## src/rtl/cpu_pkg.sv

```systemverilog
// Shared encodings for the CPU front end: fetch FSM states and next-PC selects.
package cpu_pkg;

    typedef enum logic [1:0] {
        ST_LOAD = 2'd0,
        ST_RUN  = 2'd1,
        ST_HALT = 2'd2
    } fetch_state_t;

    localparam logic [1:0] PC_SEQ = 2'b00;
    localparam logic [1:0] PC_BR  = 2'b01;
    localparam logic [1:0] PC_JMP = 2'b10;

endpackage

```

## src/rtl/fetch_imem.sv

```systemverilog
// Instruction store: one synchronous write port, one asynchronous read port, no reset.
module fetch_imem #(
    parameter int DATA_W = 32,
    parameter int DEPTH  = 16,
    parameter int ADDR_W = $clog2(DEPTH)
) (
    input  logic              clk,
    input  logic              we,
    input  logic [ADDR_W-1:0] waddr,
    input  logic [DATA_W-1:0] wdata,
    input  logic [ADDR_W-1:0] raddr,
    output logic [DATA_W-1:0] rdata
);

    logic [DATA_W-1:0] mem [DEPTH];

    always_ff @(posedge clk) begin
        if (we) mem[waddr] <= wdata;
    end

    assign rdata = mem[raddr];

endmodule

```

## src/rtl/fetch_unit.sv

```systemverilog
// Program-load and instruction-fetch front end: load counter, PC sequencing,
// bounds checking and LOAD/RUN/HALT control around the instruction store.
module fetch_unit
    import cpu_pkg::*;
#(
    parameter  int DATA_W = 32,
    parameter  int DEPTH  = 16,
    localparam int ADDR_W = $clog2(DEPTH)
) (
    input  logic              clk,
    input  logic              rst,
    input  logic              load_valid,
    input  logic [DATA_W-1:0] load_data,
    output logic              load_ready,
    input  logic              start,
    input  logic [1:0]        pc_sel,
    input  logic [ADDR_W-1:0] branch_off,
    input  logic [ADDR_W-1:0] jump_target,
    output logic [DATA_W-1:0] instr,
    output logic              instr_valid,
    output logic [ADDR_W-1:0] pc,
    output logic [ADDR_W:0]   count,
    output logic [1:0]        state,
    output logic              done,
    output logic              err
);

    fetch_state_t      cur;
    logic [ADDR_W:0]   count_q;
    logic [ADDR_W-1:0] pc_q;
    logic              done_q;
    logic              err_q;

    logic              in_load;
    logic              xfer;
    logic [ADDR_W:0]   pc_inc;
    logic [ADDR_W:0]   nxt;
    logic              is_seq;
    logic              in_range;

    assign in_load     = (cur != ST_RUN) && (cur != ST_HALT);
    assign load_ready  = in_load && (count_q != (ADDR_W+1)'(DEPTH));
    assign xfer        = load_valid && load_ready;
    assign instr_valid = (cur == ST_RUN);

    assign state = cur;
    assign pc    = pc_q;
    assign count = count_q;
    assign done  = done_q;
    assign err   = err_q;

    fetch_imem #(
        .DATA_W (DATA_W),
        .DEPTH  (DEPTH),
        .ADDR_W (ADDR_W)
    ) u_imem (
        .clk   (clk),
        .we    (xfer && !rst),
        .waddr (count_q[ADDR_W-1:0]),
        .wdata (load_data),
        .raddr (pc_q),
        .rdata (instr)
    );

    // Next PC in ADDR_W+1 two's complement: MSB set means negative or past DEPTH-1,
    // both of which lie outside [0, count).
    always_comb begin
        pc_inc = {1'b0, pc_q} + 1'b1;
        is_seq = 1'b1;
        nxt    = pc_inc;
        case (pc_sel)
            PC_BR: begin
                nxt    = pc_inc + {branch_off[ADDR_W-1], branch_off};
                is_seq = 1'b0;
            end
            PC_JMP: begin
                nxt    = {1'b0, jump_target};
                is_seq = 1'b0;
            end
            default: ;
        endcase
        in_range = !nxt[ADDR_W] && (nxt < count_q);
    end

    always_ff @(posedge clk) begin
        if (rst) begin
            cur     <= ST_LOAD;
            count_q <= '0;
            pc_q    <= '0;
            done_q  <= 1'b0;
            err_q   <= 1'b0;
        end else begin
            case (cur)
                ST_RUN: begin
                    if (in_range) begin
                        pc_q <= nxt[ADDR_W-1:0];
                    end else begin
                        cur <= ST_HALT;
                        if (is_seq) done_q <= 1'b1;
                        else        err_q  <= 1'b1;
                    end
                end
                ST_HALT: begin
                    if (start) begin
                        cur    <= ST_RUN;
                        pc_q   <= '0;
                        done_q <= 1'b0;
                        err_q  <= 1'b0;
                    end
                end
                default: begin
                    if (xfer) count_q <= count_q + 1'b1;
                    // A transfer on the same edge as start counts towards the program.
                    if (start) begin
                        if ((count_q != '0) || xfer) begin
                            cur    <= ST_RUN;
                            pc_q   <= '0;
                            done_q <= 1'b0;
                            err_q  <= 1'b0;
                        end else begin
                            err_q <= 1'b1;
                        end
                    end
                end
            endcase
        end
    end

endmodule
```

## config.mk

```make
export PLATFORM = sky130hd
export DESIGN_NAME = fetch_unit
export DESIGN_NICKNAME = d
export VERILOG_FILES = /design/src/rtl/cpu_pkg.sv /design/src/rtl/fetch_imem.sv /design/src/rtl/fetch_unit.sv
export SDC_FILE = /design/constraint.sdc
export NUM_CORES = 1
export LEC_CHECK = 0
export ABC_AREA = 1
export CAP_MARGIN = 5
export CORE_MARGIN = 8
export CORE_UTILIZATION = 52
export CTS_CLUSTER_SIZE = 8
export DETAILED_ROUTE_END_ITERATION = 6
export GPL_TIMING_DRIVEN = 0
export HOLD_SLACK_MARGIN = 0.05
export PLACE_DENSITY = 0.7
export SLEW_MARGIN = 20
export SYNTH_ARGS = -nofsm -noshare
export SYNTH_HDL_FRONTEND = slang
export SYNTH_SLANG_ARGS = --single-unit
export TNS_END_PERCENT = 100
```

## constraint.sdc

```tcl
create_clock -name clk -period 3.31 [get_ports clk]
set_input_delay 0.662 -clock clk [delete_from_list [all_inputs] [get_ports clk]]
set_output_delay 0.662 -clock clk [all_outputs]
set_load 0.1 [all_outputs]
```

==> results.yml, run 1 <==
status:
  status: "finished clean"
worst_setup_path:
  critPathMostFrequentCell: "buf_2"
  critical_path.n_buffers_inverters: 5
  worst_path_max_delay_cell: "dfxtp_1"
  worstSetupEndpointType: "output pin"
  crit_type: "flop to output pin"
  worst-endpoint-required_ns: 2.65
  startpoint_type: "flop"
  critical_path.cell_chain: "inv_2 > buf_2 > buf_2 > clkbuf_4 > o211ai_1 > nand3_1 > nand2_1 > buf_6"
  cp_top_family: "buffers and inverters"
  critical_path.max_stage_delay_ns: 0.42
  timing.critical_path.fanout_max: 10
  timing.critical_path.arrival_ns: 2.60
sta:
  worst-slew-pin-transition_ns: 1.02
  report.final.hold_viol_count: 0
  setup_viol: 0
  slew_viol_final: 0
  clock-skew-final_ns: 0.0217
  slew_limit_headroom_pct: 32.0
  fin_crit_ns: 3.26
  fin_hold_ws_ns: 0.452
  fin_setup_tns_ns: 0
  achievable-frequency_mhz: 307
  ratio_of_final_minimum_period_to_clock_period_pct: 98.5
placement:
  place.port_buffers: 92
  placedInstanceArea_um2: 24000
  place_hpwl_um: 38500
  globalplace.congestion: 0.838
power_and_ir_drop:
  leakage_nw: 8.78
  power.density_cell_area_nw_per_um2: 695
  worst_ir_drop_vdd_mv: 0.568
routing:
  post_drt_wl_per_cell_um: 26.2
  detail-route-antenna-nets: 0
  drt-pass1-iter-count: 5
  post_drt_via_cell_ratio: 6.14
  total_routed_wirelength_um: 60300
  drc: 0
  routed-via-count: 14100
  detailedRoute.firstIterationViolations: 1739
synthesis:
  netlist-cell-type-count: 33
  synth.cells.most_frequent: "edfxtp_1, inv_1, a21oi_1"
  synthMostInstantiatedCell: "edfxtp_1"
  synthesis.instances: 1548
  synth_enable_flop_cells: 512
  seq_area_frac_synth_pct: 72.1
  synth_top_area_share_pct: 70.6
  syn_nets: 1612
  synth_area_um2: 21800
  synth.area.top_cells: "edfxtp_1, mux2i_1, o211ai_1"
  synth_area_per_cell_um2: 14.1
  asyncSetResetFlopFracSynth_pct: 0
  yosys_most_used_dff: "edfxtp_1"
  yosysWarnings: 0
  synth_top_cell_by_area: "edfxtp_1"
  postSynthRegisterBits: 529
finish:
  fillers: 3044
  finish.net_count: 1806
  layout.core_utilization_pct: 62.7
  final_layout_size_suffix_gt1_share_pct: 14.6
  finalInstanceArea_um2: 26100
  area_growth_syn_to_layout_pct: 19.9
  number_of_diodes_added_for_antenna_fixing: 0
grt:
  first_global_vias: 13900
  gr-usage-all-layers_pct: 24.8
  antenna_violations_before_repair: 1
  grt_start_max_net_pins: 21
  global_route_wire_length_before_repair_um: 87700
  total_overflow_reported_by_the_global_router: 0
flow_run:
  max_cap_check_violation_count: 0
floorplanning:
  core_um2: 41700
  pin_count: 93
  dieHeight_um: 221
  fp-row-count: 75
  die_area_um2: 48700
  initial_core_utilization_pct: 52.3
  die_w_um: 221
clock_network:
  htreeDepth: 3
  clock_sink_count: 529
  cts_made_buffers: 76
  ctsRootBufferMaster: "clkbuf_16"
  tritoncts: "built"
  clockBufferDepth: 3
  clock_latency_ns: 0.58
  clkSlewWorstSetupHoldPaths_ns: 0.05
min_path:
  worstHoldPathType: "flop to flop"
[cells by family (layout without fill, tap and decap cells)]
logic type / count (synthesis) / in the layout / share of synthesized area [%]
AOI/OAI and AO/OA: 454 / 454 / 12.0
xor gates and xnor gates: 2 / 2 / 0.0804
adders and majority gates: 18 / 18 / 1.07
buffers and inverters: 253 / 465 / 5.56
DFF: 529 / 529 / 72.1
muxes: 128 / 128 / 5.88
and+or+nand+nor: 164 / 164 / 3.27
[sequential cells by signal (all words and copies together), names as in the netlist, named ones only]
name,flops
count,5
done,1
err,1
pc,4
state,2
u_imem.mem,512
[placed cells by master (no fill, tap or decap), drive strengths merged]
| cell type | instances |
|---|---|
| xor2 | 1 |
| nor3 | 2 |
| nand3 | 46 |
| nand2 | 77 |
| nor4 | 2 |
| dfxtp | 17 |
| xnor2 | 1 |
| nor2 | 30 |
| mux2i | 128 |
| o21a | 1 |
| clkdlybuf4s50 | 59 |
| a221oi | 1 |
| o21ai | 169 |
| a31oi | 3 |
| o211ai | 128 |
| dlygate4sd2 | 1 |
| ha | 17 |
| buf | 91 |
| edfxtp | 512 |
| fa | 1 |
| inv | 159 |
| clkbuf | 150 |
| nand4 | 6 |
| a21oi | 152 |
| nor3b | 1 |
| clkinv | 5 |
[worst min-delay path, delay by kind of cell, from the launching register on]
| family | cells | cell delay [ns] |
|---|---|---|
| DFF | 1 | 0.31 |
| buffers and inverters | 1 | 0.05 |
| AOI/OAI and AO/OA | 1 | 0.05 |
[final cells by class]
cell class / instances / area [um2] / area share, %
well taps: 539 / 674 / 2.58
clock buffers: 91 / 2000 / 7.66
plain buffers: 94 / 681 / 2.60
repair buffers: 116 / 1350 / 5.18
clock inverters: 5 / 66.3 / 0.254
inverters: 159 / 597 / 2.28
flip-flops and latches: 529 / 15700 / 60.2
multi-input cells: 766 / 5030 / 19.2
[worst paths after layout]
check	start	endpoint	cells past startpoint	slack [ns]
worst max-delay path	flop	instr[9]	8	0.05
worst min-delay path	done$_SDFFE_PP0P_	done$_SDFFE_PP0P_	2	0.45
worst max register to register	pc[0]$_SDFFE_PP0P_	flop	17	0.27
worst min register to register	done$_SDFFE_PP0P_	done$_SDFFE_PP0P_	2	0.45
[routing by layer]
layer,routed length [um],up-vias,global-route usage (%)
met5,13,-,0
met4,1900,2,9.56
met3,7310,124,5.88
met2,27500,926,38.2
met1,23500,6929,33.9
li1,-,6143,-
[report_power, final]
group	switching [mW]	internal, mW
Sequential	0.0652	7.52
Combinational	2.78	0.997
Clock	2.62	4.19
Total	5.46	12.7
[what timing repair did]
item | in CTS | in global routing
setup endpoints to repair | 33 | 40
pin swaps | 0 | 3
setup buffers | 0 | 2
gates resized for setup | 213 | 47
hold buffers | 0 | 0
[metrics by stage]
stage | setup slack, ns | total power, mW | instances
CTS | 0.00753 | 18.1 | 2297
detailed placement | -0.618 | 11.5 | 2201
global route | -0.00322 | 18.7 | 2299
global placement | -0.520 | 11.4 | 2179
finish | 0.0503 | 18.2 | 2299
floorplan | 0.0349 | 10.3 | 1548
Power figures use the tool's default switching activity.
==> inputs of run 2 (changes only) <==
--- a/config.mk
+++ b/config.mk
@@ -9,6 +9,7 @@
 export CAP_MARGIN = 5
 export CORE_MARGIN = 8
 export CORE_UTILIZATION = 52
+export CTS_BUF_LIST = sky130_fd_sc_hd__clkbuf_2
 export CTS_CLUSTER_SIZE = 8
 export DETAILED_ROUTE_END_ITERATION = 6
 export GPL_TIMING_DRIVEN = 0
==> constraint.sdc (replaced) <==
create_clock -name clk -period 3.7 [get_ports clk]
set_input_delay 0.74 -clock clk [delete_from_list [all_inputs] [get_ports clk]]
set_output_delay 0.74 -clock clk [all_outputs]
set_load 0.1 [all_outputs]
==> results.yml, run 2 (synthesis gave the netlist of run 1 again) <==
status:
  status: "finished clean"
grt:
  antenna_violations_before_repair: 2
  gr-usage-all-layers_pct: 24.7
  total_overflow_reported_by_the_global_router: 0
  first_global_vias: 14300
  grt_start_max_net_pins: 20
  global_route_wire_length_before_repair_um: 87900
finish:
  final_layout_size_suffix_gt1_share_pct: 21.1
  largest_reg_flops: 512
  seq_area_um2: 15700
  area_growth_syn_to_layout_pct: 17.7
  top_register: "u_imem.mem"
  finish.net_count: 1871
  layout.core_utilization_pct: 61.5
  mostFrequentLayoutCell: "edfxtp_1"
  mostFrequentLayoutCells: "edfxtp_1, clkbuf_2, inv_1"
  fillers: 3212
  finalInstanceArea_um2: 25600
  multi_input_comb_area_um2: 5040
placement:
  place_hpwl_um: 38200
  place.port_buffers: 92
  globalplace.congestion: 0.829
  placedInstanceArea_um2: 24000
worst_setup_path:
  timing.rr.start: "pc[0]$_SDFFE_PP0P_"
  critPathMostFrequentCell: "buf_12"
  critical_path.max_stage_delay_ns: 0.41
  timing.critical_path.arrival_ns: 2.90
  startpoint_type: "flop"
  critical_path.cell_chain: "buf_12 > buf_12 > buf_12 > buf_12 > mux2i_1 > o21ai_1 > o211ai_1 > nand2_2 > buf_12"
  worst-endpoint-required_ns: 2.96
  reg2reg_depth: 19
  timing.critical_path.fanout_max: 7
  worst_setup_path_endpoint: "instr[28]"
  r2r_slack_ns: 0.33
  worst_path_max_delay_cell: "dfxtp_4"
  crit_type: "flop to output pin"
  worstSetupEndpointType: "output pin"
routing:
  uppermost_layer_routed: "met5"
  drt-pass1-iter-count: 6
  detail-route-antenna-nets: 0
  met2_wirelength_um: 27500
  detailedRoute.firstIterationViolations: 1782
  routed-via-count: 14500
  post_drt_wl_per_cell_um: 24.7
  drc: 0
  post_drt_via_cell_ratio: 5.97
  met3_length_um: 7170
  total_routed_wirelength_um: 60100
  routed_metal_1_wire_length_um: 23600
power_and_ir_drop:
  worst_ir_drop_vdd_mv: 0.703
  leakage_nw: 8.87
  p_int_mw: 9.37
  switchingPower_mw: 4.84
  combPwrFrac_pct: 26.2
  power.density_cell_area_nw_per_um2: 554
  power.share.switching_pct: 34.1
  power.share.sequential_pct: 47.5
  clkPwrFrac_pct: 26.3
clock_network:
  ctsRootBufferMaster: "clkbuf_2"
  cts_made_buffers: 130
  tritoncts: "built"
  clock_latency_ns: 1.03
  clockBufferDepth: 3
  clock_sink_count: 529
  clkSlewWorstSetupHoldPaths_ns: 0.13
  htreeDepth: 4
sta:
  worst-slew-pin-transition_ns: 1.00
  setup_viol: 0
  report.final.hold_viol_count: 0
  ratio_of_final_minimum_period_to_clock_period_pct: 98.5
  fin_crit_ns: 3.64
  slew_limit_headroom_pct: 33.1
  achievable-frequency_mhz: 275
  rsz0062_at_grt: "true"
  slew_viol_final: 0
  clock-skew-final_ns: 0.0589
floorplanning:
  fp-row-count: 75
  dieHeight_um: 221
  die_w_um: 221
  initial_core_utilization_pct: 52.3
  core_um2: 41700
  die_area_um2: 48700
  pin_count: 93
min_path:
  worstHoldPathType: "flop to flop"
flow_run:
  max_cap_check_violation_count: 0
==> run 2: changes by cell type in the layout (fill, tap and decap cells not counted), sizes merged, moves of 3 or more <==
cell	delta
clkbuf	+75
clkinv	+22
bufinv	+3
inv	+6
buf	+23
==> run 2: per-stage QoR <==
| step | power [mW] | cells | setup TNS (ns) | hold WS (ns) | setup WS [ns] |
|---|---|---|---|---|---|
| floorplan | 9.22 | 1548 | -68.45 | 0.819 | -0.177 |
| global placement | 10.2 | 2179 | -140.64 | 0.453 | -0.513 |
| detailed placement | 10.3 | 2199 | -6.10 | 0.443 | -0.319 |
| CTS | 14.0 | 2415 | -0.0339 | 0.382 | -0.0339 |
| global route | 14.7 | 2430 | -0.409 | 0.367 | -0.0657 |
| finish | 14.2 | 2430 | 0 | 0.461 | 0.0571 |
==> run 2: metal layers <==
metal,GRT usage (%),vias to the layer above
li1,-,6393
met1,33.4,7003
met2,38.8,966
met3,6.44,140
met4,8.51,2
met5,0,-
==> run 2: cell type report <==
type,instances,area share [%]
plain buffers,93,2.92
clock buffers,178,3.47
well taps,539,2.63
flip-flops and latches,529,61.3
clock inverters,37,0.888
repair buffers,128,6.77
inverters,159,2.33
multi-input cells,766,19.7
diodes,1,0.00976
==> run 2: worst min path at each step <==
stage,endpoint,cells after the start,startpoint
finish,done$_SDFFE_PP0P_,2,done$_SDFFE_PP0P_
global route,count[4]$_SDFFE_PP0P_,2,rst
CTS,count[3]$_SDFFE_PP0P_,2,rst
detailed placement,done$_SDFFE_PP0P_,2,done$_SDFFE_PP0P_
global placement,done$_SDFFE_PP0P_,2,done$_SDFFE_PP0P_
floorplan,count[3]$_SDFFE_PP0P_,1,rst
==> run 2: power by group through the flow <==
stage	Sequential [mW]	Clock, mW	Combinational (mW)
floorplan	7.06	0	2.17
global placement	6.89	0	3.28
detailed placement	6.89	0	3.38
CTS	6.75	3.76	3.44
global route	6.77	4.09	3.89
finish	6.76	3.73	3.72
==> run 2: worst max-delay path: cells and delay by family (launching register included) <==
kind / cells / cell delay [ns]
compound gates: 2 / 0.40
simple gates: 1 / 0.16
flops: 1 / 0.41
buf+inv: 5 / 0.71
mux: 1 / 0.21
==> run 2: what timing repair did <==
action	in CTS	in global routing
pin swaps	1	18
hold buffers	0	0
gates resized for setup	267	104
cloned	0	1
setup buffers	2	14
endpoints found under the setup margin	33	32
==> inputs of run 3 (changes only) <==
--- a/config.mk
+++ b/config.mk
@@ -6,8 +6,7 @@
 export NUM_CORES = 1
 export LEC_CHECK = 0
 export ABC_AREA = 1
-export CAP_MARGIN = 5
-export CORE_MARGIN = 8
+export CAP_MARGIN = 20
 export CORE_UTILIZATION = 52
 export CTS_BUF_LIST = sky130_fd_sc_hd__clkbuf_2
 export CTS_CLUSTER_SIZE = 8
==> results.yml, run 3 (synthesis gave the netlist of run 1 again) <==
floorplanning:
  fp-row-count: 74
  die_area_um2: 42700
  core_um2: 41100
  pin_count: 93
  initial_core_utilization_pct: 53.0
  die_w_um: 207
  dieHeight_um: 207
sta:
  achievable-frequency_mhz: 266
  ratio_of_final_minimum_period_to_clock_period_pct: 102
  finalWorstSetupSlack_ns: -0.0601
  slew_limit_headroom_pct: 34.4
  rsz0062_at_grt: "true"
  report.final.hold_viol_count: 0
  slew_viol_final: 0
  fin_crit_ns: 3.76
  setup_viol: 8
  fin_setup_tns_ns: -0.240
  clock-skew-final_ns: 0.0867
  worst-slew-pin-transition_ns: 0.981
  fin_hold_ws_ns: 0.385
routing:
  drt-pass1-iter-count: 7
  routed-via-count: 14600
  post_drt_via_cell_ratio: 5.98
  drc: 4
  post_drt_wl_per_cell_um: 25.5
  total_routed_wirelength_um: 62100
  detail-route-antenna-nets: 0
  detailedRoute.firstIterationViolations: 1852
flow_run:
  max_cap_check_violation_count: 0
worst_setup_path:
  critical_path.cell_chain: "buf_8 > buf_12 > buf_12 > buf_12 > mux2i_1 > o211ai_1 > o211ai_1 > nand2_1 > buf_12"
  worstSetupEndpointType: "output pin"
  cp_top_family: "buffers and inverters"
  critPathMostFrequentCell: "buf_12"
  critical_path.n_buffers_inverters: 5
  startpoint_type: "flop"
  crit_type: "flop to output pin"
  timing.critical_path.fanout_max: 8
  timing.critical_path.arrival_ns: 3.02
  worst-endpoint-required_ns: 2.96
  worst_path_max_delay_cell: "dfxtp_4"
  critical_path.max_stage_delay_ns: 0.42
placement:
  place_hpwl_um: 38800
  globalplace.congestion: 0.843
  dp_worst_setup_slack_ns: -0.327
  placedInstanceArea_um2: 24100
  place.port_buffers: 92
grt:
  grtUsageMet3_pct: 6.91
  grt_start_max_net_pins: 20
  first_global_vias: 14300
  grt_use_met1_pct: 40.2
  antenna_violations_before_repair: 1
  grtUsageMet2_pct: 46.2
  global_route_wire_length_before_repair_um: 89200
  total_overflow_reported_by_the_global_router: 0
  gr-usage-all-layers_pct: 29.6
  grt-busiest-layer: "met2"
power_and_ir_drop:
  worst_ir_drop_vdd_mv: 0.828
  power.share.sequential_pct: 46.7
  power.share.switching_pct: 33.9
  combPwrFrac_pct: 26.7
  clkPwrFrac_pct: 26.6
  p_int_mw: 9.56
  power.density_cell_area_nw_per_um2: 554
  leakage_nw: 9.07
  switchingPower_mw: 4.90
clock_network:
  ctsHoldBuffers: 0
  clock_latency_ns: 1.17
  clock_sink_count: 529
  tritoncts: "built"
  clkSlewWorstSetupHoldPaths_ns: 0.09
  htreeDepth: 4
  clockBufferDepth: 3
  ctsRootBufferMaster: "clkbuf_2"
  cts_made_buffers: 133
status:
  failed_checks: "design-rule violations, negative setup slack"
  status: "finished, violations left"
finish:
  top_register: "u_imem.mem"
  layout.core_utilization_pct: 63.4
  finish.net_count: 1886
  final_layout_size_suffix_gt1_share_pct: 22.6
  largest_reg_flops: 512
  mostFrequentLayoutCell: "edfxtp_1"
  area_growth_syn_to_layout_pct: 19.7
  fillers: 3094
  mostFrequentLayoutCells: "edfxtp_1, clkbuf_2, inv_1"
  finalInstanceArea_um2: 26100
min_path:
  worstHoldPathType: "input pin to flop"
==> run 3: changes by cell type in the layout (fill, tap and decap cells not counted), moves of 5 or more <==
cell / delta
nand2_1: -5
clkinv_2: -5
buf_16: +10
clkinv_1: -10
clkbuf_2: +16
==> run 3: what timing repair did <==
action | 4_1_cts | 5_1_grt
cloned | 1 | 2
pin swaps | 7 | 36
hold endpoints to repair | 0 | 0
setup buffers | 7 | 11
setup endpoints to repair | 33 | 42
gates resized for setup | 324 | 84
==> run 3: layout make-up <==
type / count / area [um2] / share of cell area (%)
Timing Repair Buffer: 139 / 2100 / 8.05
Inverter: 159 / 597 / 2.29
Sequential cell: 529 / 15700 / 60.3
Buffer: 94 / 764 / 2.93
Antenna cell: 1 / 2.50 / 0.00959
Clock inverter: 22 / 161 / 0.619
Clock buffer: 195 / 976 / 3.74
Multi-Input combinational cell: 766 / 5100 / 19.5
Tap cell: 532 / 666 / 2.55
==> run 3: power by group through the flow <==
stage	logic (mW)	registers (mW)	clock network, mW
after floorplan	2.17	7.06	0
after global placement	3.27	6.89	0
after detailed placement	3.37	6.89	0
after CTS	3.59	6.75	3.90
after global routing	4.02	6.77	4.19
final	3.86	6.76	3.85
==> run 3: final timing paths <==
path	depth (start not counted)	slack, ns	end	startpoint
setup / recovery	9	-0.06	instr[2]	flop
hold / removal	2	0.39	count[3]$_SDFFE_PP0P_	rst
setup reg to reg	18	0.34	pc[1]$_SDFFE_PP0P_	pc[0]$_SDFFE_PP0P_
hold reg to reg	2	0.48	done$_SDFFE_PP0P_	done$_SDFFE_PP0P_
==> run 3: routing by layer <==
layer | wire [um] | up-vias
met4 | 1990 | 0
li1 | - | 6403
met1 | 24300 | 7085
met2 | 28900 | 947
met5 | 0 | -
met3 | 6870 | 138
==> run 3: per-stage QoR <==
stage | instances | power (mW)
2_1_floorplan | 1548 | 9.22
3_3_place_gp | 2172 | 10.2
3_5_place_dp | 2198 | 10.3
4_1_cts | 2423 | 14.2
5_1_grt | 2437 | 15.0
6_report | 2437 | 14.5
